<file path="config.mk">
export PLATFORM = sky130hd
export DESIGN_NAME = board_io_hub
export DESIGN_NICKNAME = d
export VERILOG_FILES = /design/src/rtl/board_io_pkg.sv /design/src/rtl/io_debounce.sv /design/src/rtl/board_io_hub.sv
export SDC_FILE = /design/constraint.sdc
export NUM_CORES = 1
export LEC_CHECK = 0
export CORE_UTILIZATION = 51
export DETAILED_ROUTE_END_ITERATION = 8
export HOLD_SLACK_MARGIN = 0.15
export PLACE_DENSITY = 0.76
export SLEW_MARGIN = 0
export SYNTH_ARGS = -nofsm -noshare
export SYNTH_HDL_FRONTEND = slang
export SYNTH_SLANG_ARGS = --single-unit
</file>
<file path="constraint.sdc">
create_clock -name clk -period 8.2 [get_ports clk]
set_clock_uncertainty 0.1 [all_clocks]
set_input_delay 0.82 -clock clk [delete_from_list [all_inputs] [get_ports clk]]
set_output_delay 0.82 -clock clk [all_outputs]
set_load 0.02 [all_outputs]
</file>
<file path="src/rtl/board_io_pkg.sv">
// board_io_pkg: register map, display control bit positions and hex-to-segment decode
package board_io_pkg;
   localparam logic [3:0] ADDR_SW        = 4'h0;
   localparam logic [3:0] ADDR_BTN       = 4'h1;
   localparam logic [3:0] ADDR_BTN_EVT   = 4'h2;
   localparam logic [3:0] ADDR_LED       = 4'h3;
   localparam logic [3:0] ADDR_SSD_VALUE = 4'h4;
   localparam logic [3:0] ADDR_SSD_CTRL  = 4'h5;
   localparam logic [3:0] ADDR_IRQ_MASK  = 4'h6;
   localparam int CTRL_DP_LSB = 8;
   localparam int CTRL_BLANK  = 16;
   function automatic logic [6:0] hex_to_seg(input logic [3:0] v);
      case (v)
         4'h0: return 7'h40;
         4'h1: return 7'h79;
         4'h2: return 7'h24;
         4'h3: return 7'h30;
         4'h4: return 7'h19;
         4'h5: return 7'h12;
         4'h6: return 7'h02;
         4'h7: return 7'h78;
         4'h8: return 7'h00;
         4'h9: return 7'h10;
         4'hA: return 7'h08;
         4'hB: return 7'h03;
         4'hC: return 7'h46;
         4'hD: return 7'h21;
         4'hE: return 7'h06;
         default: return 7'h0E;
      endcase
   endfunction
endpackage

</file>
<file path="src/rtl/io_debounce.sv">
// io_debounce: synchronises one raw pin and only follows it after it has been stable long enough
module io_debounce
   import board_io_pkg::*;
#(
   parameter int CYCLES = 250000
) (
   input  logic clk,
   input  logic reset,
   input  logic din_i,
   output logic level_o,
   output logic rise_o
);
   localparam int CW = CYCLES > 1 ? $clog2(CYCLES) : 1;
   logic          s1_q, s2_q, level_q, level_d, flip;
   logic [CW-1:0] cnt_q, cnt_d;
   // count cycles of disagreement between the synced pin and the level; flip at terminal count
   always_comb begin
      flip    = (s2_q != level_q) && (cnt_q == CW'(CYCLES - 1));
      cnt_d   = (s2_q == level_q || flip) ? '0 : cnt_q + CW'(1);
      level_d = flip ? ~level_q : level_q;
   end
   // two-flop synchroniser, counter and debounced level
   always_ff @(posedge clk or posedge reset) begin
      if (reset) begin
         s1_q    <= 1'b0;
         s2_q    <= 1'b0;
         cnt_q   <= '0;
         level_q <= 1'b0;
      end else begin
         s1_q    <= din_i;
         s2_q    <= s1_q;
         cnt_q   <= cnt_d;
         level_q <= level_d;
      end
   end
   assign level_o = level_q;
   assign rise_o  = flip & ~level_q;
endmodule

</file>
<file path="src/rtl/board_io_hub.sv">
// board_io_hub: register-mapped switches, debounced buttons with sticky events/IRQ, LEDs and 7-seg scan
module board_io_hub
   import board_io_pkg::*;
#(
   parameter int NUM_BTNS        = 5,
   parameter int NUM_SW          = 16,
   parameter int NUM_LEDS        = 16,
   parameter int NUM_DIGITS      = 8,
   parameter int DEBOUNCE_CYCLES = 250000,
   parameter int SCAN_DIV        = 100000
) (
   input  logic                  clk,
   input  logic                  reset,
   input  logic [NUM_BTNS-1:0]   btn_in,
   input  logic [NUM_SW-1:0]     sw_in,
   input  logic [3:0]            bus_addr,
   input  logic                  bus_wr,
   input  logic                  bus_rd,
   input  logic [31:0]           bus_wdata,
   output logic [31:0]           bus_rdata,
   output logic                  bus_rvalid,
   output logic                  irq,
   output logic [NUM_LEDS-1:0]   leds,
   output logic [NUM_DIGITS-1:0] an,
   output logic [6:0]            seg,
   output logic                  dp
);
   localparam int PW = SCAN_DIV > 1 ? $clog2(SCAN_DIV) : 1;
   localparam int IW = NUM_DIGITS > 1 ? $clog2(NUM_DIGITS) : 1;
   localparam int VW = 4 * NUM_DIGITS;
   logic [NUM_SW-1:0]     sw_s1_q, sw_q;
   logic [NUM_BTNS-1:0]   btn_lvl, btn_rise, evt_q, evt_d, mask_q;
   logic [NUM_LEDS-1:0]   led_q;
   logic [VW-1:0]         val_q;
   logic [NUM_DIGITS-1:0] en_q, dpm_q, an_q, an_d;
   logic                  blank_q, wr_evt, digit_on, scan_tc;
   logic [PW-1:0]         pre_q, pre_d;
   logic [IW-1:0]         idx_q, idx_d;
   logic [31:0]           rd_word, rdata_q;
   logic                  rvalid_q, dp_q, dp_d;
   logic [6:0]            seg_q, seg_d;

   for (genvar i = 0; i < NUM_BTNS; i++) begin : g_db
      io_debounce #(.CYCLES(DEBOUNCE_CYCLES)) u_db (
         .clk     (clk),
         .reset   (reset),
         .din_i   (btn_in[i]),
         .level_o (btn_lvl[i]),
         .rise_o  (btn_rise[i])
      );
   end

   // read mux, events (a new press beats a same-cycle clear) and the display scan next state
   always_comb begin
      case (bus_addr)
         ADDR_SW:        rd_word = 32'(sw_q);
         ADDR_BTN:       rd_word = 32'(btn_lvl);
         ADDR_BTN_EVT:   rd_word = 32'(evt_q);
         ADDR_LED:       rd_word = 32'(led_q);
         ADDR_SSD_VALUE: rd_word = 32'(val_q);
         ADDR_SSD_CTRL:  rd_word = {15'd0, blank_q, 8'(dpm_q), 8'(en_q)};
         ADDR_IRQ_MASK:  rd_word = 32'(mask_q);
         default:        rd_word = 32'd0;
      endcase
      wr_evt   = bus_wr && bus_addr == ADDR_BTN_EVT;
      evt_d    = (evt_q & ~(wr_evt ? bus_wdata[NUM_BTNS-1:0] : '0)) | btn_rise;
      scan_tc  = pre_q == PW'(SCAN_DIV - 1);
      pre_d    = scan_tc ? '0 : pre_q + PW'(1);
      idx_d    = !scan_tc ? idx_q : (idx_q == IW'(NUM_DIGITS - 1)) ? '0 : idx_q + IW'(1);
      digit_on = en_q[idx_q] & ~blank_q;
      an_d     = digit_on ? ~(NUM_DIGITS'(1) << idx_q) : '1;
      seg_d    = digit_on ? hex_to_seg(val_q[idx_q*4 +: 4]) : 7'h7F;
      dp_d     = digit_on ? ~dpm_q[idx_q] : 1'b1;
   end

   // switch synchroniser and the writable register file
   always_ff @(posedge clk or posedge reset) begin
      if (reset) begin
         sw_s1_q <= '0;
         sw_q    <= '0;
         evt_q   <= '0;
         led_q   <= '0;
         val_q   <= '0;
         en_q    <= '0;
         dpm_q   <= '0;
         blank_q <= 1'b0;
         mask_q  <= '0;
      end else begin
         sw_s1_q <= sw_in;
         sw_q    <= sw_s1_q;
         evt_q   <= evt_d;
         if (bus_wr && bus_addr == ADDR_LED) led_q <= bus_wdata[NUM_LEDS-1:0];
         if (bus_wr && bus_addr == ADDR_SSD_VALUE) val_q <= bus_wdata[VW-1:0];
         if (bus_wr && bus_addr == ADDR_SSD_CTRL) begin
            en_q    <= bus_wdata[NUM_DIGITS-1:0];
            dpm_q   <= bus_wdata[CTRL_DP_LSB +: NUM_DIGITS];
            blank_q <= bus_wdata[CTRL_BLANK];
         end
         if (bus_wr && bus_addr == ADDR_IRQ_MASK) mask_q <= bus_wdata[NUM_BTNS-1:0];
      end
   end

   // one-cycle read response; data holds until the next read
   always_ff @(posedge clk or posedge reset) begin
      if (reset) begin
         rdata_q  <= '0;
         rvalid_q <= 1'b0;
      end else begin
         rvalid_q <= bus_rd;
         if (bus_rd) rdata_q <= rd_word;
      end
   end

   // scan prescaler, digit index and registered display outputs
   always_ff @(posedge clk or posedge reset) begin
      if (reset) begin
         pre_q <= '0;
         idx_q <= '0;
         an_q  <= '1;
         seg_q <= 7'h7F;
         dp_q  <= 1'b1;
      end else begin
         pre_q <= pre_d;
         idx_q <= idx_d;
         an_q  <= an_d;
         seg_q <= seg_d;
         dp_q  <= dp_d;
      end
   end

   assign bus_rdata  = rdata_q;
   assign bus_rvalid = rvalid_q;
   assign irq        = |(evt_q & mask_q);
   assign leds       = led_q;
   assign an         = an_q;
   assign seg        = seg_q;
   assign dp         = dp_q;
endmodule

</file>
### Word-level counts from Yosys, hierarchy flattened

Memories as Yosys holds them, arrays and structs flattened.
Index checks and enable logic that the tools add are counted.

* register bits after elaboration: 281
* bits in read-only memories: 112
* bits of input ports: 61
* memories: 1

Memories
* (no name shown): depth 16, bits a word 7, rd ports 1, clocked after memory_dff 0, wr ports 0, line board_io_pkg.sv:13 `case (v)`

* add/subtract/negate cells: 7
* order comparisons: 1
* equality and inequality tests: 23
* shift operators: 2
* muxes and demuxes: 16
* bitwise gates (word level): 18
* reductions and logical operators: 17

Operators with widths (number)
* 32-bit one-hot mux with 7 select lines: 1
* 18-bit by 1-bit adder with 18-bit output, second input constant: 5
* 18-bit == test, second input constant: 5
* 18-bit 2-to-1 mux: 5
* 32-bit by 6-bit variable part select with 4-bit output: 1
* 17-bit by 1-bit adder with 17-bit output, second input constant: 1
* 17-bit == test, second input constant: 1
* 17-bit 2-to-1 mux: 1
* 4-bit by 3-bit == test with 1-bit output, second input constant: 3
* 5-bit AND: 2
* 1-bit logical AND: 10
* 4-bit by 2-bit == test with 1-bit output, second input constant: 2
* 8-bit 2-to-1 mux: 1
* 8-bit inverter: 1
* 1-bit by 3-bit left shift with 8-bit output, first input constant: 1
* 7-bit 2-to-1 mux: 1
* 1-bit inverter: 7
* 1-bit AND: 6
* 1-bit binary-select mux with 3-bit select: 2
* 1-bit == test: 5
* 1-bit logical OR: 5
* 5-bit 2-to-1 mux: 1
* 1-bit != test: 5
* 5-bit inverter: 1
* 9 further kinds: 11

### Depth between registers and ports, before layout

Gate-level depths: netlist of run 1.

* depth after elaboration: 6
* gate-level depth with buffers: 10

### Cells and area by module

Synthesis of run 1 repeated with hierarchy kept, for this count alone.

* cells, all modules: 1102
* area, all modules: 12784.8 sq um

Modules (own cells, without submodules)
* board_io_hub: times used 1, cells an instance 587, area an instance 7579.8 sq um
* io_debounce: times used 5, cells an instance 103, area an instance 1041.0 sq um

### Worst setup path before layout of run 1

No wires, ideal clock.

* path kind: input port to flip-flop
* from: in bus_addr[1]
* to: reg led_q[0], in the netlist leds[0]
* setup time: 128 ps
* arrival time: 2036 ps
* path slack: 5937 ps
* stages: 6
* path buffers: 3
* path through: buf_2 -> nor4bb_1 -> buf_2 -> nand2_2 -> buf_2 -> mux2_1

* longest elaborated chain between the ends: 2

Ends and longest elaborated chain
* start: declaration: line board_io_hub.sv:16 `input logic [3:0] bus_addr,`
* 4-bit by 2-bit == test with 1-bit output: line board_io_hub.sv:92 `if (bus_wr && bus_addr == ADDR_LED) led_q <= bus_wdata[NUM_LEDS-1:0];`
* 1-bit logical AND: line board_io_hub.sv:92
* end signal: assignment: line board_io_hub.sv:92
* end: declaration: line board_io_hub.sv:33 `logic [NUM_LEDS-1:0] led_q;`

No other way between the ends.
A chain may end at the register's enable or synchronous reset.

### Final worst setup path of run 1

* from: in bus_addr[3]
* to: reg val_q[28]

* longest elaborated chain between the ends: 2

Ends and longest elaborated chain
* 4-bit by 3-bit == test with 1-bit output: line board_io_hub.sv:93 `if (bus_wr && bus_addr == ADDR_SSD_VALUE) val_q <= bus_wdata[VW-1:0];`
* 1-bit logical AND: line board_io_hub.sv:93
* end signal: assignment: line board_io_hub.sv:93
* end: declaration: line board_io_hub.sv:34 `logic [VW-1:0] val_q;`

No other way between the ends.

==> results of run 1 <==
kinds of logic after synthesis:
family                   Yosys count  synth area share
adder cells (fa/ha/maj)           17            0.0174
multiplexers                      90            0.0912
flip-flops                       281             0.575
AO/OA/AOI/OAI                    106            0.0621
AND/OR/NAND/NOR                  371             0.149
buffers and inverters             96            0.0344
XOR/XNOR                          99            0.0708
layout by cell type, fill, tap and decap left out, types with 12 or more instances in the layout:
cell / instances
clkbuf_16: 29
xnor2_1: 50
nand2_1: 66
nor2_1: 129
a22o_1: 13
dfrtp_1: 265
dfstp_2: 16
ha_1: 17
inv_1: 56
nand3_1: 59
and3_1: 12
o22ai_1: 18
clkdlybuf4s50_1: 125
mux2_2: 62
o21ai_0: 22
nand4_1: 23
xor2_1: 49
flip-flops by register name (all words and copies together) (netlist names), 7 cells and up:
register / flops
sw_q: 16
leds: 16
an: 8
g_db.u_db.cnt_q: 90
val_q: 32
seg: 7
pre_q: 17
dpm_q: 8
bus_rdata: 32
en_q: 8
sw_s1_q: 16
metrics by stage:
step	total power (W)	hold slack, ns
finish	0.00335	0.239
global route	0.00348	0.255
CTS	0.00338	0.240
detailed placement	0.00204	0.235
global placement	0.00202	0.233
floorplan	0.00185	0.231
synthesized netlist by cell type (all sizes together) (17+ instances only):
| cell | instances | share of area |
|---|---|---|
| nor2 | 129 | 0.040 |
| inv | 58 | 0.018 |
| buf | 29 | 0.014 |
| nand3 | 59 | 0.024 |
| o21ai | 24 | 0.0098 |
| dfrtp | 265 | 0.54 |
| ha | 17 | 0.017 |
| nand2 | 69 | 0.022 |
| mux2 | 73 | 0.067 |
| o22ai | 18 | 0.0092 |
| xnor2 | 50 | 0.036 |
| xor2 | 49 | 0.035 |
| nand4 | 23 | 0.012 |
area by class of cell:
type | instances | area share
clock buffer | 40 | 0.0565
clock inverter | 12 | 0.00980
inverter | 58 | 0.0150
multi-input combinational | 683 | 0.325
sequential | 281 | 0.476
tap | 319 | 0.0270
timing repair buffer | 135 | 0.0902
worst reg2reg max path: cells and delay by family (launching register included):
kind	cells	cell delay (ns)
and+or+nand+nor	1	0.17
buffers and inverters	1	0.11
adders and majority gates	1	0.25
DFF	1	0.81
muxes	2	1.04
AOI/OAI and AO/OA	2	0.22
where the power goes:
| part | total [W] | switching (W) | internal [W] |
|---|---|---|---|
| Combinational | 0.000415 | 0.000209 | 0.000206 |
| Clock | 0.00134 | 0.000531 | 0.000805 |
| Sequential | 0.00160 | 0.0000930 | 0.00151 |
| Total | 0.00335 | 0.000833 | 0.00252 |
metal layers:
layer,GRT usage,vias to the layer above,part of all wire
met4,0.0735,0,0.030
met3,0.0534,62,0.064
met5,0,-,0
met1,0.297,4145,0.43
met2,0.360,255,0.47
li1,-,3939,-
path summary, 6_finish.rpt:
kind	from	to	cells after the start
worst max-delay path	bus_addr[3]	val_q[28]	7
worst max register to register	idx_q[1]	seg[3]	7
max in group asynchronous	reset	g_db[3].u_db.s2_q	4
worst min register to register	sw_s1_q[1]	sw_q[1]	0
worst min-delay path	sw_s1_q[1]	sw_q[1]	0
min in group asynchronous	reset	g_db[1].u_db.cnt_q[13]	3
==> results.sh, run 1 <==
export IMPL_via_per_inst=5.50
export IMPL_seq_area_mm2=0.00705
export IMPL_drc=0
export IMPL_pwr_density_cell_mw_per_mm2=226
export IMPL_synth_seq_cells=281
export IMPL_syn_num_nets=1138
export IMPL_synth_cells=1060
export IMPL_dieArea_mm2=0.0247
export IMPL_clk_path_buf_depth=3
export IMPL_areaGrowthSynthToFinish_pct=20.8
export IMPL_postRouteAntennaNets=0
export IMPL_post_cts_buffers=0
export IMPL_synth_area_mm2=0.0123
export IMPL_cp_top_family="buffers and inverters"
export IMPL_synth_seq_area_share=0.575
export IMPL_drive_gt1_frac=0.133
export IMPL_grt_pass1_wl_um=43300
export IMPL_ioPinCount=127
export IMPL_grt_usage=0.223
export IMPL_path_max_fanout=30
export IMPL_drv_slew=0
export IMPL_finalHoldViolations=0
export IMPL_grt_setup_unrepaired="no"
export IMPL_tightest_slew_ns=1.04
export IMPL_dp_slack_ns=4.74
export IMPL_via_count=8401
export IMPL_placement_cell_area_mm2=0.0138
export IMPL_first_pass_iters=5
export IMPL_gp_congestion=0.871
export IMPL_grt_max_degree=202
export IMPL_fmax_mhz=340
export IMPL_rrSetupSlack_ns=5.39
export IMPL_dp_cells=1476
export IMPL_synth_flop_cell="dfrtp_1"
export IMPL_cts_root_buf="clkbuf_16"
export IMPL_critPathCaptureType="flop"
export IMPL_finish_utilization=0.629
export IMPL_io_buffer_count=126
export IMPL_fin_crit_sh=0.359
export IMPL_async_flop_share=1.00
export IMPL_fin_nets=1266
export IMPL_antenna_found_initial=0
export IMPL_setup_slack_ns=5.26
export IMPL_multi_input_area_mm2=0.00482
export IMPL_grt_pass1_vias=8475
export IMPL_critPathBufInv=3
export IMPL_setup_violations=0
export IMPL_numCtsBuffers=29
export IMPL_die_w_um=157
export IMPL_dp_final_hpwl_um=18100
export IMPL_drv_cap=0
export IMPL_synth_edf_count=0
export IMPL_yosysWarnings=0
export IMPL_grt_overflow=0
export IMPL_path_common_cell="buf_4"
export IMPL_synth_distinct_cells=56
export IMPL_hold_class="reg -> reg"
export IMPL_fp_dieH_um=157
export IMPL_fillers=1846
export IMPL_initial_utilization=0.521
export IMPL_crit_slowest_cell="clkdlybuf4s50_1"
export IMPL_ir_worst_vdd_uv=136
export IMPL_clk_pin_slew_ns=0.06
export IMPL_h_tree_depth=1
export IMPL_period_needed_ns=2.94
export IMPL_stdcell_area_mm2=0.0148
export IMPL_postSynthAreaPerCell_um2=11.6
export IMPL_setup_tns_final_ns=0
export IMPL_totalWireLength_um=26700
export IMPL_ctsResizeCount=0
export IMPL_cp_required_ns=8.52
export IMPL_startpoint_type="input port"
export IMPL_crit_chain="clkdlybuf4s50_1, nand2b_1, nor3_2, buf_4, nand2_1, buf_4, mux2_2"
export IMPL_max_stage_delay_ns=0.80
export IMPL_crit_type="in -> reg"
export IMPL_hold_buffers=0
export IMPL_worstPathArrival_ns=3.26
export IMPL_status="completed"
export IMPL_cts_tree="yes"
export IMPL_finalNonFillerCells=1528
export IMPL_row_count=56
export IMPL_diodes=0
export IMPL_drt_initial_drc_count=484
export IMPL_clk_latency_ns=0.54
export IMPL_p_leak_nw=6.21
export IMPL_relSlewSlack=0.303
export IMPL_core_area_mm2=0.0235
export IMPL_wl_per_cell_um=17.5
export IMPL_cts_sinks=281
Note: power is estimated with default switching activity, not from simulation.
==> run 2, diff against run 1 <==
Clock period 8.2 ns to 2.7 ns, I/O delays scaled along.
==> results.sh, run 2 (same netlist as run 1, synthesis figures left out) <==
export IMPL_critPathCaptureType="flop"
export IMPL_hold_class="in -> reg"
export IMPL_ctsResizeCount=0
export IMPL_fillers=1831
export IMPL_status="completed"
export IMPL_final_common_cell="dfrtp_1"
export IMPL_r2r_start="idx_q[1]"
export IMPL_grt_max_degree=69
export IMPL_drive_gt1_frac=0.140
export IMPL_clk_path_buf_depth=3
export IMPL_hold_depth=2
export IMPL_layout_common_cells="dfrtp_1 (265), nor2_1 (129), clkdlybuf4s50_1 (125)"
export IMPL_p_leak_nw=6.40
export IMPL_relSlewSlack=0.551
export IMPL_worstPathArrival_ns=2.90
export IMPL_grt_pass1_vias=8381
export IMPL_cp_required_ns=3.03
export IMPL_clk_latency_ns=0.54
export IMPL_wl_per_cell_um=17.3
export IMPL_tightest_slew_ns=0.664
export IMPL_gp_congestion=0.899
export IMPL_multi_input_area_mm2=0.00482
export IMPL_seq_area_mm2=0.00705
export IMPL_die_w_um=157
export IMPL_areaGrowthSynthToFinish_pct=24.2
export IMPL_cts_root_buf="clkbuf_16"
export IMPL_antenna_found_initial=0
export IMPL_grt_overflow=0
export IMPL_finish_utilization=0.646
export IMPL_drt_initial_drc_count=465
export IMPL_totalWireLength_um=27200
export IMPL_fmax_mhz=389
export IMPL_ioPinCount=127
export IMPL_rrSetupSlack_ns=0.13
export IMPL_reg2reg_depth=7
export IMPL_whs_ns=0.238
export IMPL_cp_endpoint="seg[3]"
export IMPL_drv_cap=0
export IMPL_ir_worst_vdd_uv=444
export IMPL_largest_reg_flops=90
export IMPL_grt_pass1_wl_um=44000
export IMPL_crit_type="reg -> reg"
export IMPL_dp_final_hpwl_um=18900
export IMPL_fin_crit_sh=0.952
export IMPL_setup_violations=0
export IMPL_clk_pin_slew_ns=0.06
export IMPL_regMostFlops="g_db.u_db.cnt_q"
export IMPL_postRouteAntennaNets=0
export IMPL_first_pass_iters=5
export IMPL_setup_worst_path_start="idx_q[1]"
export IMPL_startpoint_type="flop"
export IMPL_path_max_fanout=9
export IMPL_fin_nets=1306
export IMPL_dp_cells=1492
export IMPL_placement_cell_area_mm2=0.0140
export IMPL_pwr_density_cell_mw_per_mm2=678
export IMPL_via_per_inst=5.43
export IMPL_initial_utilization=0.521
export IMPL_grt_setup_unrepaired="no"
export IMPL_period_needed_ns=2.57
export IMPL_h_tree_depth=1
export IMPL_io_buffer_count=126
export IMPL_numCtsBuffers=30
export IMPL_drc=0
export IMPL_finalNonFillerCells=1569
export IMPL_cts_sinks=281
export IMPL_stdcell_area_mm2=0.0152
export IMPL_dieArea_mm2=0.0247
export IMPL_drv_slew=0
export IMPL_post_cts_buffers=0
export IMPL_cts_tree="yes"
export IMPL_via_count=8512
export IMPL_fp_dieH_um=157
export IMPL_finalHoldViolations=0
export IMPL_row_count=56
export IMPL_diodes=0
export IMPL_grt_usage=0.228
export IMPL_core_area_mm2=0.0235
export IMPL_r2r_end="seg[3]"
export IMPL_p_total_w=0.0103
run 2: changes by cell type in the layout (fill, tap and decap cells not counted), sizes merged:
cell,delta
buf,+16
inv,-1
clkbuf,+4
clkinv,-3
dlygate4sd3,+23
clkinvlp,+2
run 2: where the power goes:
group | total [W] | internal [W] | switching [W]
clock | 0.00413 | 0.00252 | 0.00161
sequential | 0.00488 | 0.00459 | 0.000297
combinational | 0.00130 | 0.000663 | 0.000637
run 2: worst min-delay path by stage:
stage                              from          to
after floorplan                  bus_rd  bus_rvalid
after global placement       sw_s1_q[9]     sw_q[9]
after detailed placement    sw_s1_q[11]    sw_q[11]
after CTS                 bus_wdata[29]   val_q[29]
after global routing      bus_wdata[29]   val_q[29]
final                     bus_wdata[29]   val_q[29]
run 2: critical path, stage by stage (launching register included):
cell	delay [ns]
dfrtp_1	0.58
mux4_2	0.57
mux2i_1	0.43
inv_2	0.12
ha_1	0.25
nand3b_1	0.16
o211ai_1	0.12
o211ai_1	0.14
run 2: cell type report:
class / instances / share of cell area
clock buffers: 44 / 0.0575
inverters: 58 / 0.0146
clock inverters: 10 / 0.00871
flip-flops and latches: 281 / 0.463
multi-input cells: 683 / 0.316
well taps: 319 / 0.0262
repair buffers: 174 / 0.113
run 2: through the flow:
| stage | worst slack [ns] | setup TNS [ns] |
|---|---|---|
| finish | 0.130 | 0 |
| CTS | 0.155 | 0 |
| floorplan | -1.38 | -371.47 |
| global placement | 0.311 | 0 |
| global route | 0.0371 | 0 |
| detailed placement | 0.167 | 0 |
run 2: per-layer routing:
layer	vias to the layer above	GRT usage	wire length [um]
met5	-	0	0
met3	47	0.0430	1670
met2	241	0.367	12900
met4	0	0.0675	682
met1	4188	0.315	11900
li1	4036	-	-
run 2: what timing repair did:
item                                   in CTS  in global routing
endpoints found under the hold margin      51                  0
setup endpoints to repair                   0                  0
hold buffers                               23                  0
